==> config.mk <==
export PLATFORM = sky130hd
export DESIGN_NAME = fp_to_int_converter
export DESIGN_NICKNAME = d
export VERILOG_FILES = /design/src/rtl/fp_pkg.sv /design/src/rtl/fp_classify.sv /design/src/rtl/fp_to_int_converter.sv
export SDC_FILE = /design/constraint.sdc
export NUM_CORES = 1
export LEC_CHECK = 0
export ABC_CLOCK_PERIOD_IN_PS = 2400
export BUFFER_PORTS_ARGS = -buffer_cell sky130_fd_sc_hd__buf_2
export CORE_MARGIN = 3
export CORE_UTILIZATION = 53
export DETAILED_ROUTE_END_ITERATION = 12
export GPL_ROUTABILITY_DRIVEN = 0
export PLACE_DENSITY = 0.76
export SYNTH_ARGS = -nofsm -noshare
export SYNTH_HDL_FRONTEND = slang
export SYNTH_SLANG_ARGS = --single-unit
==> constraint.sdc <==
create_clock -name clk_in -period 2.4 [get_ports clk_in]
set_input_delay 0.12 -clock clk_in [delete_from_list [all_inputs] [get_ports clk_in]]
set_output_delay 0.12 -clock clk_in [all_outputs]
set_load 0.02 [all_outputs]
==> src/rtl/fp_pkg.sv <==
// Shared types and field constants for the packed {sign, exponent, mantissa} floating-point
// format used by fp_adder and its downstream converters.
package fp_pkg;

    typedef enum logic [2:0] {
        IDLE  = 3'd0,
        CHECK = 3'd1,
        SHIFT = 3'd2,
        SIGN  = 3'd3,
        DONE  = 3'd4
    } fti_state_t;

    typedef enum logic [2:0] {
        FP_ZERO   = 3'd0,
        FP_DENORM = 3'd1,
        FP_NORMAL = 3'd2,
        FP_INF    = 3'd3,
        FP_NAN    = 3'd4
    } fp_class_t;

    function automatic int fp_bias(input int exp_width);
        return (32'sd1 <<< (exp_width - 32'sd1)) - 32'sd1;
    endfunction

    function automatic int fp_exp_all_ones(input int exp_width);
        return (32'sd1 <<< exp_width) - 32'sd1;
    endfunction

    function automatic int fp_max(input int a, input int b);
        return (a > b) ? a : b;
    endfunction

endpackage

==> src/rtl/fp_classify.sv <==
// Combinational field decoder: classifies a packed float and yields its sign and unbiased
// exponent. Stateless so it can be shared with fp_adder checkers.
module fp_classify
    import fp_pkg::*;
#(
    parameter int EXP_WIDTH      = 8,
    parameter int MANTISSA_WIDTH = 23
) (
    input  logic [EXP_WIDTH+MANTISSA_WIDTH:0] fp_i,
    output fp_class_t                         class_o,
    output logic                              sign_o,
    output logic signed [EXP_WIDTH:0]         exp_unb_o
);

    localparam logic [EXP_WIDTH-1:0]   EXP_ONES = EXP_WIDTH'(fp_exp_all_ones(EXP_WIDTH));
    localparam logic signed [EXP_WIDTH:0] BIAS_S = (EXP_WIDTH+1)'(fp_bias(EXP_WIDTH));

    logic [EXP_WIDTH-1:0]      exp_f;
    logic [MANTISSA_WIDTH-1:0] mant_f;

    assign exp_f  = fp_i[EXP_WIDTH+MANTISSA_WIDTH-1 -: EXP_WIDTH];
    assign mant_f = fp_i[MANTISSA_WIDTH-1:0];
    assign sign_o = fp_i[EXP_WIDTH+MANTISSA_WIDTH];

    // Decode the class and remove the exponent bias (one extra bit keeps it signed).
    always_comb begin
        class_o   = FP_NORMAL;
        exp_unb_o = $signed({1'b0, exp_f}) - BIAS_S;
        if (exp_f == EXP_ONES) begin
            class_o = (mant_f == '0) ? FP_INF : FP_NAN;
        end else if (exp_f == '0) begin
            class_o = (mant_f == '0) ? FP_ZERO : FP_DENORM;
        end else begin
            class_o = FP_NORMAL;
        end
    end

endmodule

==> src/rtl/fp_to_int_converter.sv <==
// Iterative float-to-signed-integer converter, truncating toward zero, with saturation
// and a start/ready/done handshake; the mantissa is aligned one bit per cycle.
module fp_to_int_converter
    import fp_pkg::*;
#(
    parameter int EXP_WIDTH      = 8,
    parameter int MANTISSA_WIDTH = 23,
    parameter int INT_WIDTH      = 32
) (
    input  logic                              clk_in,
    input  logic                              rst_n_in,
    input  logic                              start_in,
    input  logic [EXP_WIDTH+MANTISSA_WIDTH:0] fp_in,
    output logic                              ready_out,
    output logic                              done_out,
    output logic [INT_WIDTH-1:0]              int_out,
    output logic                              overflow_out,
    output logic                              underflow_out,
    output logic                              invalid_out
);

    localparam int FP_W      = EXP_WIDTH + MANTISSA_WIDTH + 1;
    localparam int ACC_W     = fp_max(INT_WIDTH, MANTISSA_WIDTH + 1);
    localparam int MAX_SHIFT = fp_max(MANTISSA_WIDTH, INT_WIDTH - 2 - MANTISSA_WIDTH);
    localparam int CNT_W     = $clog2(MAX_SHIFT + 1);

    localparam logic [INT_WIDTH-1:0] INT_MAX = {1'b0, {(INT_WIDTH-1){1'b1}}};
    localparam logic [INT_WIDTH-1:0] INT_MIN = {1'b1, {(INT_WIDTH-1){1'b0}}};

    fti_state_t           state_q;
    logic [FP_W-1:0]      op_q;
    logic [ACC_W-1:0]     acc_q;
    logic [CNT_W-1:0]     cnt_q;
    logic                 left_q;
    logic                 ready_q;
    logic                 done_q;
    logic [INT_WIDTH-1:0] int_q;
    logic                 ovf_q;
    logic                 unf_q;
    logic                 inv_q;

    fp_class_t                cls_s;
    logic                     sign_s;
    logic signed [EXP_WIDTH:0] exp_unb_s;
    int                       e_s;
    logic                     mant_zero_s;

    fti_state_t           chk_state_d;
    logic [INT_WIDTH-1:0] chk_int_d;
    logic                 chk_ovf_d;
    logic                 chk_unf_d;
    logic                 chk_inv_d;
    logic [ACC_W-1:0]     chk_acc_d;
    logic                 chk_left_d;
    logic [CNT_W-1:0]     chk_cnt_d;

    fp_classify #(
        .EXP_WIDTH      (EXP_WIDTH),
        .MANTISSA_WIDTH (MANTISSA_WIDTH)
    ) u_classify (
        .fp_i      (op_q),
        .class_o   (cls_s),
        .sign_o    (sign_s),
        .exp_unb_o (exp_unb_s)
    );

    assign e_s         = int'(exp_unb_s);
    assign mant_zero_s = (op_q[MANTISSA_WIDTH-1:0] == '0);

    // CHECK-state decision: either a final special-case result or the shift setup.
    always_comb begin
        chk_state_d = DONE;
        chk_int_d   = '0;
        chk_ovf_d   = 1'b0;
        chk_unf_d   = 1'b0;
        chk_inv_d   = 1'b0;
        chk_acc_d   = ACC_W'({1'b1, op_q[MANTISSA_WIDTH-1:0]});
        chk_left_d  = 1'b0;
        chk_cnt_d   = '0;
        if (cls_s == FP_NAN) begin
            chk_inv_d = 1'b1;
            chk_int_d = INT_MAX;
        end else if (cls_s == FP_INF) begin
            chk_ovf_d = 1'b1;
            chk_int_d = sign_s ? INT_MIN : INT_MAX;
        end else if (cls_s == FP_ZERO) begin
            chk_int_d = '0;
        end else if (cls_s == FP_DENORM) begin
            chk_unf_d = 1'b1;
        end else if (e_s < 0) begin
            chk_unf_d = 1'b1;
        end else if ((e_s == INT_WIDTH - 1) && sign_s && mant_zero_s) begin
            chk_int_d = INT_MIN;
        end else if (e_s >= INT_WIDTH - 1) begin
            chk_ovf_d = 1'b1;
            chk_int_d = sign_s ? INT_MIN : INT_MAX;
        end else begin
            if (e_s > MANTISSA_WIDTH) begin
                chk_left_d = 1'b1;
                chk_cnt_d  = CNT_W'(e_s - MANTISSA_WIDTH);
            end else begin
                chk_left_d = 1'b0;
                chk_cnt_d  = CNT_W'(MANTISSA_WIDTH - e_s);
            end
            chk_state_d = (chk_cnt_d == '0) ? SIGN : SHIFT;
        end
    end

    // Conversion FSM with registered handshake and result outputs.
    always_ff @(posedge clk_in) begin
        if (!rst_n_in) begin
            state_q <= IDLE;
            op_q    <= '0;
            acc_q   <= '0;
            cnt_q   <= '0;
            left_q  <= 1'b0;
            ready_q <= 1'b1;
            done_q  <= 1'b0;
            int_q   <= '0;
            ovf_q   <= 1'b0;
            unf_q   <= 1'b0;
            inv_q   <= 1'b0;
        end else begin
            done_q <= 1'b0;
            case (state_q)
                IDLE: begin
                    if (start_in) begin
                        op_q    <= fp_in;
                        ready_q <= 1'b0;
                        state_q <= CHECK;
                    end
                end
                CHECK: begin
                    acc_q   <= chk_acc_d;
                    cnt_q   <= chk_cnt_d;
                    left_q  <= chk_left_d;
                    state_q <= chk_state_d;
                    if (chk_state_d == DONE) begin
                        int_q  <= chk_int_d;
                        ovf_q  <= chk_ovf_d;
                        unf_q  <= chk_unf_d;
                        inv_q  <= chk_inv_d;
                        done_q <= 1'b1;
                    end
                end
                SHIFT: begin
                    // Right shifts drop LSBs, which is exactly truncation toward zero.
                    acc_q <= left_q ? {acc_q[ACC_W-2:0], 1'b0} : {1'b0, acc_q[ACC_W-1:1]};
                    cnt_q <= cnt_q - CNT_W'(1);
                    if (cnt_q == CNT_W'(1)) begin
                        state_q <= SIGN;
                    end
                end
                SIGN: begin
                    int_q   <= sign_s ? (-acc_q[INT_WIDTH-1:0]) : acc_q[INT_WIDTH-1:0];
                    ovf_q   <= 1'b0;
                    unf_q   <= 1'b0;
                    inv_q   <= 1'b0;
                    done_q  <= 1'b1;
                    state_q <= DONE;
                end
                DONE: begin
                    ready_q <= 1'b1;
                    state_q <= IDLE;
                end
                default: begin
                    ready_q <= 1'b1;
                    state_q <= IDLE;
                end
            endcase
        end
    end

    assign ready_out     = ready_q;
    assign done_out      = done_q;
    assign int_out       = int_q;
    assign overflow_out  = ovf_q;
    assign underflow_out = unf_q;
    assign invalid_out   = inv_q;

endmodule

==> flow_metrics.py, run 1 <==
metrics = {
    "floorplanning": {
        "core_area_um2": 10370,
        "io_pins": 72,
        "die-area_um2": 12030,
        "die_y_um": 109.7,
        "die_w_um": 109.7,
        "rows": 37,
        "start_util_pct": 54.92,
    },
    "clocking": {
        "root_buffer": "clkbuf_8",
        "htree_levels": 3,
        "clockBufferDepth": 2,
        "cts_tree": "done",
        "cts_buffers": 9,
        "clk_latency_ns": 0.38,
        "clk_pin_slew_ns": 0.11,
        "cts.sinks": 110,
    },
    "grt": {
        "antenna_found_initial": 0,
        "grt_pass1_vias": 4881,
        "grt_max_degree": 48,
        "grt-ovfl-total": 0,
        "grt_pass1_wl_mm": 24.16,
        "grt.total_usage_pct": 25.15,
    },
    "layout": {
        "drive_gt1_share_pct": 22.97,
        "final_common_cell": "dfxtp_1",
        "nNetsFinal": 827,
        "area_growth_syn_to_layout_pct": 23.51,
        "layout_common_cells": "dfxtp_1 (105), nand2_1 (89), nor2_1 (84)",
        "n_antenna_cell": 0,
        "stdcell_area_um2": 7034,
        "layout.cells.non_filler": 924,
    },
    "worst_setup_path": {
        "critical_path_class": "reg2reg",
        "crit_path_end_kind": "register",
        "critical-path-top-delay-family": "simple AND/OR/NAND/NOR gates",
        "crit_path_max_fanout": 5,
        "start_kind": "register",
        "crit_chain": "or4_4 > nor2_8 > nand4b_4 > or3_4 > o31ai_2 > xnor2_1 > a221o_1",
        "critPathBufInv": 0,
        "cp_slowest_cell": "or4_4",
        "max_stage_delay_ns": 0.58,
        "arrival_ns": 2.63,
        "required_ns": 2.68,
    },
    "timing": {
        "drv_slew": 0,
        "setup_viol": 0,
        "finalClockSkew_ns": 0.01070,
        "fin_crit_ns": 2.352,
        "fmax_ghz": 0.4251,
        "max_slew_margin_pct": 65.23,
        "finalHoldViolations": 0,
        "worst_slew_pin_slew_ns": 0.5208,
        "final.period_utilization_pct": 98.01,
        "rsz0062_at_grt": "true",
    },
    "routing": {
        "drt_iter0_drc": 407,
        "first_pass_iters": 5,
        "wl_mm": 15.08,
        "viasPerCell": 5.884,
        "antenna_violating_nets_post_route": 0,
        "drc": 0,
        "avgRoutedWirePerCell_um": 16.32,
        "route.vias.total": 5437,
    },
    "synthesis": {
        "syn-num-nets": 717,
        "syn_inst": 673,
        "synth_top_area_share_pct": 38.66,
        "yosysWarnings": 0,
        "avgSynthCellArea_um2": 8.463,
        "synth_area_um2": 5695,
        "synth_seq_cells": 110,
        "synth_edf_count": 0,
        "synth_top_area_cell": "dfxtp_1",
        "synthFlopType": "dfxtp_1",
        "async_flop_share_pct": 0,
        "synth.distinct_cells": 66,
        "ys_top_cells_by_area": "dfxtp_1 (39%), nand2_1 (6.0%), mux2i_1 (5.6%)",
        "yosysSeqAreaShare_pct": 38.66,
    },
    "power": {
        "power_mw": 3.840,
        "power.density_nw_per_um2": 545.9,
        "p_leak_nw": 2.775,
        "vdd_drop_max_mv": 0.2769,
    },
    "placement": {
        "hpwl_mm": 10.20,
        "numPortBuffers": 71,
        "numPlacedInstances": 871,
        "dpl_cell_area_um2": 6420,
    },
    "min_path": {
        "holdCritPathClass": "in2reg",
    },
    "run": {
        "maxCapViolCount": 0,
    },
    "run_status": {
        "status": "complete, no violations",
    },
}
==> worst paths after layout <==
path	startpoint	end	slack, ns	cells past startpoint
max	acc_q[11]	int_out[22]	0.05	7
min	rst_n_in	ready_out	0.06	2
max reg2reg	acc_q[11]	int_out[22]	0.05	7
min reg2reg	int_out[26]	int_out[26]	0.48	1
==> cell usage after synthesis, types with 12 or more instances <==
master and instances:
dfxtp_1 110, nor2_1 85, a221oi_1 24, clkbuf_1 34, o21ai_0 12, nand2_1 91
nand3_1 13, mux2i_1 32, xnor2_1 25, a21oi_1 47, a221o_1 22, xor2_1 13
==> per-stage QoR <==
stage                TNS, ns  worst slack, ns  utilization, %  hold WS (ns)
global placement           0          0.04125           61.91        0.3580
floorplan                  0         0.003814               -        0.2456
CTS                        0         0.004913           66.70       0.04539
detailed placement   -0.6613         -0.03919           61.91        0.3685
global route        -0.06866         -0.01634           67.83       0.06825
finish                     0          0.04787           67.83       0.06244
==> final cells by class <==
class / instances / area, µm²
clock inverters: 6 / 46.29
inverters: 11 / 41.29
well taps: 136 / 170.2
repair buffers: 158 / 1135
multi-input cells: 493 / 3301
clock buffers: 10 / 127.6
flip-flops and latches: 110 / 2213
fillers: 846 / 3336
==> logic make-up after synthesis <==
family          count (synthesis)  share of synthesized area, %
simple gates                  250                         20.85
compound gates                164                         21.75
flops                         110                         38.66
buf+inv                        70                         5.294
xor+xnor                       38                         5.844
mux                            32                         5.624
fa+ha+maj                       9                         1.977
==> state kept, by name, summed over array words and instances (netlist names) <==
register	flops
overflow_out	1
left_q	1
int_out	32
state_q	3
invalid_out	1
done_out	1
ready_out	1
op_q	32
underflow_out	1
acc_q	32
cnt_q	5
==> repair_timing <==
item	4_1_cts	5_1_grt
hold buffers	32	0
setup buffers	0	4
pin swaps	0	10
resized for setup	3	17
cloned	0	1
hold endpoints to repair	32	0
endpoints found under the setup margin	33	36
==> layer usage <==
metal | vias to the layer above | GRT usage, % | share of wire [%]
met5 | - | 0 | 0
met4 | 0 | 8.370 | 1.6
met3 | 26 | 3.582 | 6.3
met2 | 218 | 39.36 | 46
met1 | 2566 | 35.66 | 46
li1 | 2627 | - | -
==> worst reg2reg max path, cell delays in order, from the launching register on <==
cell and delay [ns]:
dfxtp_2 0.34, or4_4 0.58, nor2_8 0.15, nand4b_4 0.14, or3_4 0.39, o31ai_2 0.23, xnor2_1 0.11, a221o_1 0.31
==> power by group <==
part / total (mW) / switching (mW) / leakage (nW) / internal, mW
registers: 1.98 / 0.0790 / 0.896 / 1.90
clock network: 1.05 / 0.662 / 0.0886 / 0.388
logic: 0.808 / 0.457 / 1.79 / 0.351
total: 3.84 / 1.20 / 2.78 / 2.64
(Power assumes the default switching activity.)
==> inputs of run 2 (changes only) <==
Settings changed: ABC_CLOCK_PERIOD_IN_PS 2400 to 2800, CORE_UTILIZATION 53 to 63, PLACE_DENSITY 0.76 to 0.85.
Clock period 2.4 ns to 2.8 ns, I/O delays scaled along.
==> run 2 against run 1 <==
Against the previous run:
- clock power fell by 16%
- highest routed layer unchanged
- clock-buffer cell count did not move
- maximum frequency fell by 9.7%
- register-to-register slack improved by 0.15 ns
- setup slack improved by 0.15 ns
- first-iteration DRC count fell by 1.5%
- via count fell by 4.7%
- design area fell by 8.7%
- utilization rose by 5.5 points
- critical path type unchanged
==> flow_metrics.py, run 2 (synthesis results as in run 1) <==
metrics = {
    "run_status": {
        "status": "complete, no violations",
    },
    "worst_setup_path": {
        "critical_path_class": "reg2reg",
        "r2r_slack_ns": 0.19,
        "start_kind": "register",
        "reg2reg_from": "op_q[23]",
        "crit_end": "int_out[3]",
        "crit_path_max_fanout": 26,
        "crit_path_end_kind": "register",
        "rr_endpoint": "int_out[3]",
        "critPathLaunch": "op_q[23]",
        "arrival_ns": 2.86,
        "required_ns": 3.06,
        "worst-r2r-cell-count": 11,
    },
    "grt": {
        "grt-ovfl-total": 0,
        "grt_max_degree": 45,
        "antenna_found_initial": 0,
        "grt.total_usage_pct": 27.29,
        "grt_pass1_wl_mm": 22.95,
        "grt_pass1_vias": 4759,
    },
    "routing": {
        "drt_iter0_drc": 401,
        "viasPerCell": 6.157,
        "route.vias.total": 5184,
        "wl_mm": 13.80,
        "antenna_violating_nets_post_route": 0,
        "drc": 0,
        "first_pass_iters": 5,
        "avgRoutedWirePerCell_um": 16.39,
    },
    "layout": {
        "drive_gt1_share_pct": 17.44,
        "regArea_um2": 2205,
        "layout.cells.non_filler": 842,
        "n_antenna_cell": 0,
        "area_growth_syn_to_layout_pct": 12.81,
        "fillers": 667,
        "multiInputGateArea_um2": 3207,
        "nNetsFinal": 773,
        "final_common_cell": "dfxtp_1",
        "layout_common_cells": "dfxtp_1 (108), nand2_1 (91), nor2_1 (84)",
    },
    "floorplanning": {
        "die_y_um": 101.1,
        "rows": 34,
        "start_util_pct": 64.99,
        "die_w_um": 101.1,
        "die-area_um2": 10220,
        "io_pins": 72,
        "core_area_um2": 8763,
    },
    "timing": {
        "final.period_utilization_pct": 93.05,
        "fmax_ghz": 0.3838,
        "worst_slew_pin_slew_ns": 0.5532,
        "finalClockSkew_ns": 0.01181,
        "finalHoldViolations": 0,
        "rsz0062_at_grt": "false",
        "drv_slew": 0,
        "max_slew_margin_pct": 63.07,
        "fin_tns_setup_ns": 0,
        "fin_crit_ns": 2.605,
        "setup_viol": 0,
    },
    "clocking": {
        "clk_pin_slew_ns": 0.10,
        "cts_tree": "done",
        "clockBufferDepth": 2,
        "cts_buffers": 9,
        "clk_latency_ns": 0.37,
        "htree_levels": 3,
        "root_buffer": "clkbuf_8",
        "cts.sinks": 110,
    },
    "power": {
        "p_leak_nw": 2.484,
        "power.density_nw_per_um2": 494.9,
        "vdd_drop_max_mv": 0.2388,
    },
    "placement": {
        "numPlacedInstances": 811,
        "numPortBuffers": 71,
        "hpwl_mm": 9.487,
    },
    "run": {
        "maxCapViolCount": 0,
    },
    "min_path": {
        "holdCritPathClass": "in2reg",
    },
}
-- run 2: cell types whose count changed in the layout (fill, tap and decap cells not counted), moves of 2 or more --
cell,previous run,this run
dfxtp_4,2,0
dfxtp_1,105,108
buf_4,51,16
inv_6,1,3
dlygate4sd3_1,32,15
nand2_2,2,0
nand2_1,89,91
ha_1,7,9
-- run 2: per-stage QoR --
stage	util [%]	area, µm²	worst slack, ns	total power [mW]	hold slack (ns)
after CTS	73.09	6405	0.1110	3.171	0.0006533
after global placement	69.53	6093	0.2707	2.275	0.3798
after detailed placement	69.53	6093	0.1294	2.297	0.3863
final	73.32	6425	0.1947	3.180	0.003504
after floorplan	-	5695	0.1164	2.145	0.2760
after global routing	73.32	6425	0.01606	3.316	0.0007652
-- run 2: repair_timing --
action | in CTS | in global routing
endpoints found under the hold margin | 14 | 1
gates resized for setup | 0 | 4
endpoints found under the setup margin | 0 | 32
buffers inserted | 0 | 0
hold buffers | 14 | 1
-- run 2: power breakdown --
part / switching [mW] / internal [mW] / leakage (nW)
Sequential: 0.0801 / 1.63 / 0.894
Combinational: 0.351 / 0.232 / 1.50
Clock: 0.554 / 0.332 / 0.0875
-- run 2: worst min path at each step --
stage | startpoint | to | cells after the start
global route | fp_in[23] | op_q[23] | 3
global placement | fp_in[17] | op_q[17] | 3
finish | fp_in[25] | op_q[25] | 3
CTS | fp_in[28] | op_q[28] | 3
detailed placement | fp_in[8] | op_q[8] | 3
floorplan | fp_in[28] | op_q[28] | 2
-- run 2: layer usage --
| metal | GRT usage, % | up-vias | part of all wire (%) | routed length, µm |
|---|---|---|---|---|
| li1 | - | 2521 | - | - |
| met1 | 40.33 | 2421 | 47 | 6444 |
| met2 | 40.95 | 225 | 45 | 6175 |
| met3 | 5.190 | 17 | 7.4 | 1028 |
| met4 | 6.851 | 0 | 1.1 | 151 |
| met5 | 0 | - | 0 | 0 |
-- run 2: critical path: stages (launching register included) --
cell and delay (ns):
dfxtp_1 0.43, ha_1 0.20, nand3_1 0.13, xnor2_1 0.18, ha_1 0.24, inv_1 0.09
nor2_1 0.04, or3_1 0.40, nand2_1 0.20, nor3_2 0.06, buf_4 0.23, a221o_1 0.28
-- run 2: final cells by class --
class	instances	area share [%]
multi-input cells	493	49.91
flip-flops and latches	110	34.31
repair buffers	104	10.36
well taps	108	2.103
clock buffers	10	1.986
clock inverters	6	0.6816
inverters	11	0.6426
==> inputs of run 3 (changes only) <==
Settings changed: RECOVER_POWER set to 25.
==> run 3 against run 2 <==
Against the previous run:
- maximum frequency is 0.22% higher
- sequential power hardly changed
- register-to-register slack hardly changed
- clock skew is 0.0011 ns lower
- setup slack better by 0.0056 ns
- sequential share of layout area is 0.24 points higher
- sequential cell count stayed put
- first-iteration DRC count is 2.0% lower
- clock power hardly changed
- non-clock buffer count stayed put
- cell count stayed put
==> flow_metrics.py, run 3 (synthesis results as in run 1) <==
metrics = {
    "run_status": {
        "status": "complete, no violations",
    },
    "timing": {
        "fin_tns_setup_ns": 0,
        "finalHoldViolations": 0,
        "rsz0062_at_grt": "false",
        "max_slew_margin_pct": 62.56,
        "finalClockSkew_ns": 0.01067,
        "fin_crit_ns": 2.600,
        "fmax_ghz": 0.3847,
        "setup_viol": 0,
        "final.period_utilization_pct": 92.84,
        "drv_slew": 0,
        "worst_slew_pin_slew_ns": 0.5608,
        "worst_slack_ns": 0.2004,
    },
    "routing": {
        "route.vias.total": 5201,
        "viasPerCell": 6.177,
        "avgRoutedWirePerCell_um": 16.44,
        "drc": 0,
        "antenna_violating_nets_post_route": 0,
        "drt_iter0_drc": 393,
        "wl_mm": 13.85,
        "first_pass_iters": 6,
    },
    "layout": {
        "layout_common_cells": "dfxtp_1 (108), nand2_1 (91), nor2_1 (84)",
        "final_common_cell": "dfxtp_1",
        "nNetsFinal": 773,
        "final_util_pct": 72.80,
        "area_growth_syn_to_layout_pct": 12.02,
        "drive_gt1_share_pct": 12.53,
        "layout.cells.non_filler": 842,
        "n_antenna_cell": 0,
    },
    "placement": {
        "hpwl_mm": 9.487,
        "numPortBuffers": 71,
        "numPlacedInstances": 811,
        "place_ws_ns": 0.1294,
    },
    "min_path": {
        "hold_start": "fp_in[25]",
        "holdPathEnd": "op_q[25]",
        "holdCritPathClass": "in2reg",
        "whs_path_depth": 3,
    },
    "grt": {
        "grt_max_degree": 45,
        "grt-ovfl-total": 0,
        "antenna_found_initial": 0,
        "grt_pass1_wl_mm": 22.95,
        "grt_pass1_vias": 4759,
        "grt.total_usage_pct": 27.29,
    },
    "floorplanning": {
        "die_w_um": 101.1,
        "rows": 34,
        "die_y_um": 101.1,
        "core_area_um2": 8763,
        "start_util_pct": 64.99,
        "io_pins": 72,
        "die-area_um2": 10220,
    },
    "worst_setup_path": {
        "rr_endpoint": "int_out[3]",
        "r2r_slack_ns": 0.20,
        "crit_path_end_kind": "register",
        "critical_path_class": "reg2reg",
        "arrival_ns": 2.86,
        "crit_path_max_fanout": 26,
        "start_kind": "register",
        "required_ns": 3.06,
        "reg2reg_from": "op_q[23]",
        "worst-r2r-cell-count": 11,
    },
    "clocking": {
        "cts_buffers": 9,
        "cts.sinks": 110,
        "clk_pin_slew_ns": 0.10,
        "htree_levels": 3,
        "root_buffer": "clkbuf_8",
        "clk_latency_ns": 0.37,
        "cts_setup_buffers": 0,
        "cts_tree": "done",
        "clockBufferDepth": 2,
    },
    "power": {
        "power.density_nw_per_um2": 497.6,
        "vdd_drop_max_mv": 0.2389,
        "power_mw": 3.175,
        "p_leak_nw": 2.330,
    },
    "run": {
        "maxCapViolCount": 0,
    },
}
-- run 3: cell types whose count changed in the layout (fill, tap and decap cells not counted) --
| cell | delta |
|---|---|
| clkbuf_1 | +36 |
| buf_2 | -36 |
-- run 3: worst max-delay path by stage --
stage | from | to | slack (ns)
2_1_floorplan | op_q[24] | int_out[10] | 0.12
3_3_place_gp | op_q[25] | int_out[29] | 0.27
3_5_place_dp | op_q[25] | int_out[29] | 0.13
4_1_cts | op_q[25] | int_out[29] | 0.11
5_1_grt | op_q[23] | int_out[3] | 0.02
6_report | op_q[23] | int_out[3] | 0.20
-- run 3: timing repair --
item / in CTS / in global routing
endpoints found under the hold margin: 14 / 1
hold buffers: 14 / 1
setup endpoints to repair: 0 / 32
gates resized for setup: 0 / 4
-- run 3: worst max-delay path: stages, from the launching register on --
cell	delay (ns)
dfxtp_1	0.43
ha_1	0.20
nand3_1	0.13
xnor2_1	0.18
ha_1	0.24
inv_1	0.09
nor2_1	0.04
or3_1	0.40
nand2_1	0.20
nor3_2	0.06
buf_4	0.23
a221o_1	0.28
-- run 3: power breakdown --
part	switching [mW]	internal [mW]
registers	0.0804	1.63
logic	0.352	0.228
clock network	0.552	0.332
total	0.984	2.19
-- run 3: layout make-up --
class	instances	area (µm²)
multi-input cells	493	3207
fillers	690	2384
flip-flops and latches	110	2205
repair buffers	104	620.6
well taps	108	135.1
clock buffers	10	127.6
clock inverters	6	43.79
inverters	11	41.29
-- run 3: per-stage QoR --
stage	hold WS [ns]	instance area, µm²
3_5_place_dp	0.3863	6093
4_1_cts	0.0006533	6405
3_3_place_gp	0.3798	6093
5_1_grt	0.0007652	6380
2_1_floorplan	0.2760	5695
6_report	0.001835	6380
-- run 3: routing by layer --
| metal | track usage, % | part of all wire [%] | routed length [µm] | vias up |
|---|---|---|---|---|
| met5 | 0 | 0 | 0 | - |
| met4 | 6.851 | 1.2 | 165 | 0 |
| met3 | 5.190 | 7.3 | 1017 | 21 |
| met2 | 40.95 | 45 | 6195 | 218 |
| met1 | 40.33 | 47 | 6466 | 2439 |
| li1 | - | - | - | 2523 |
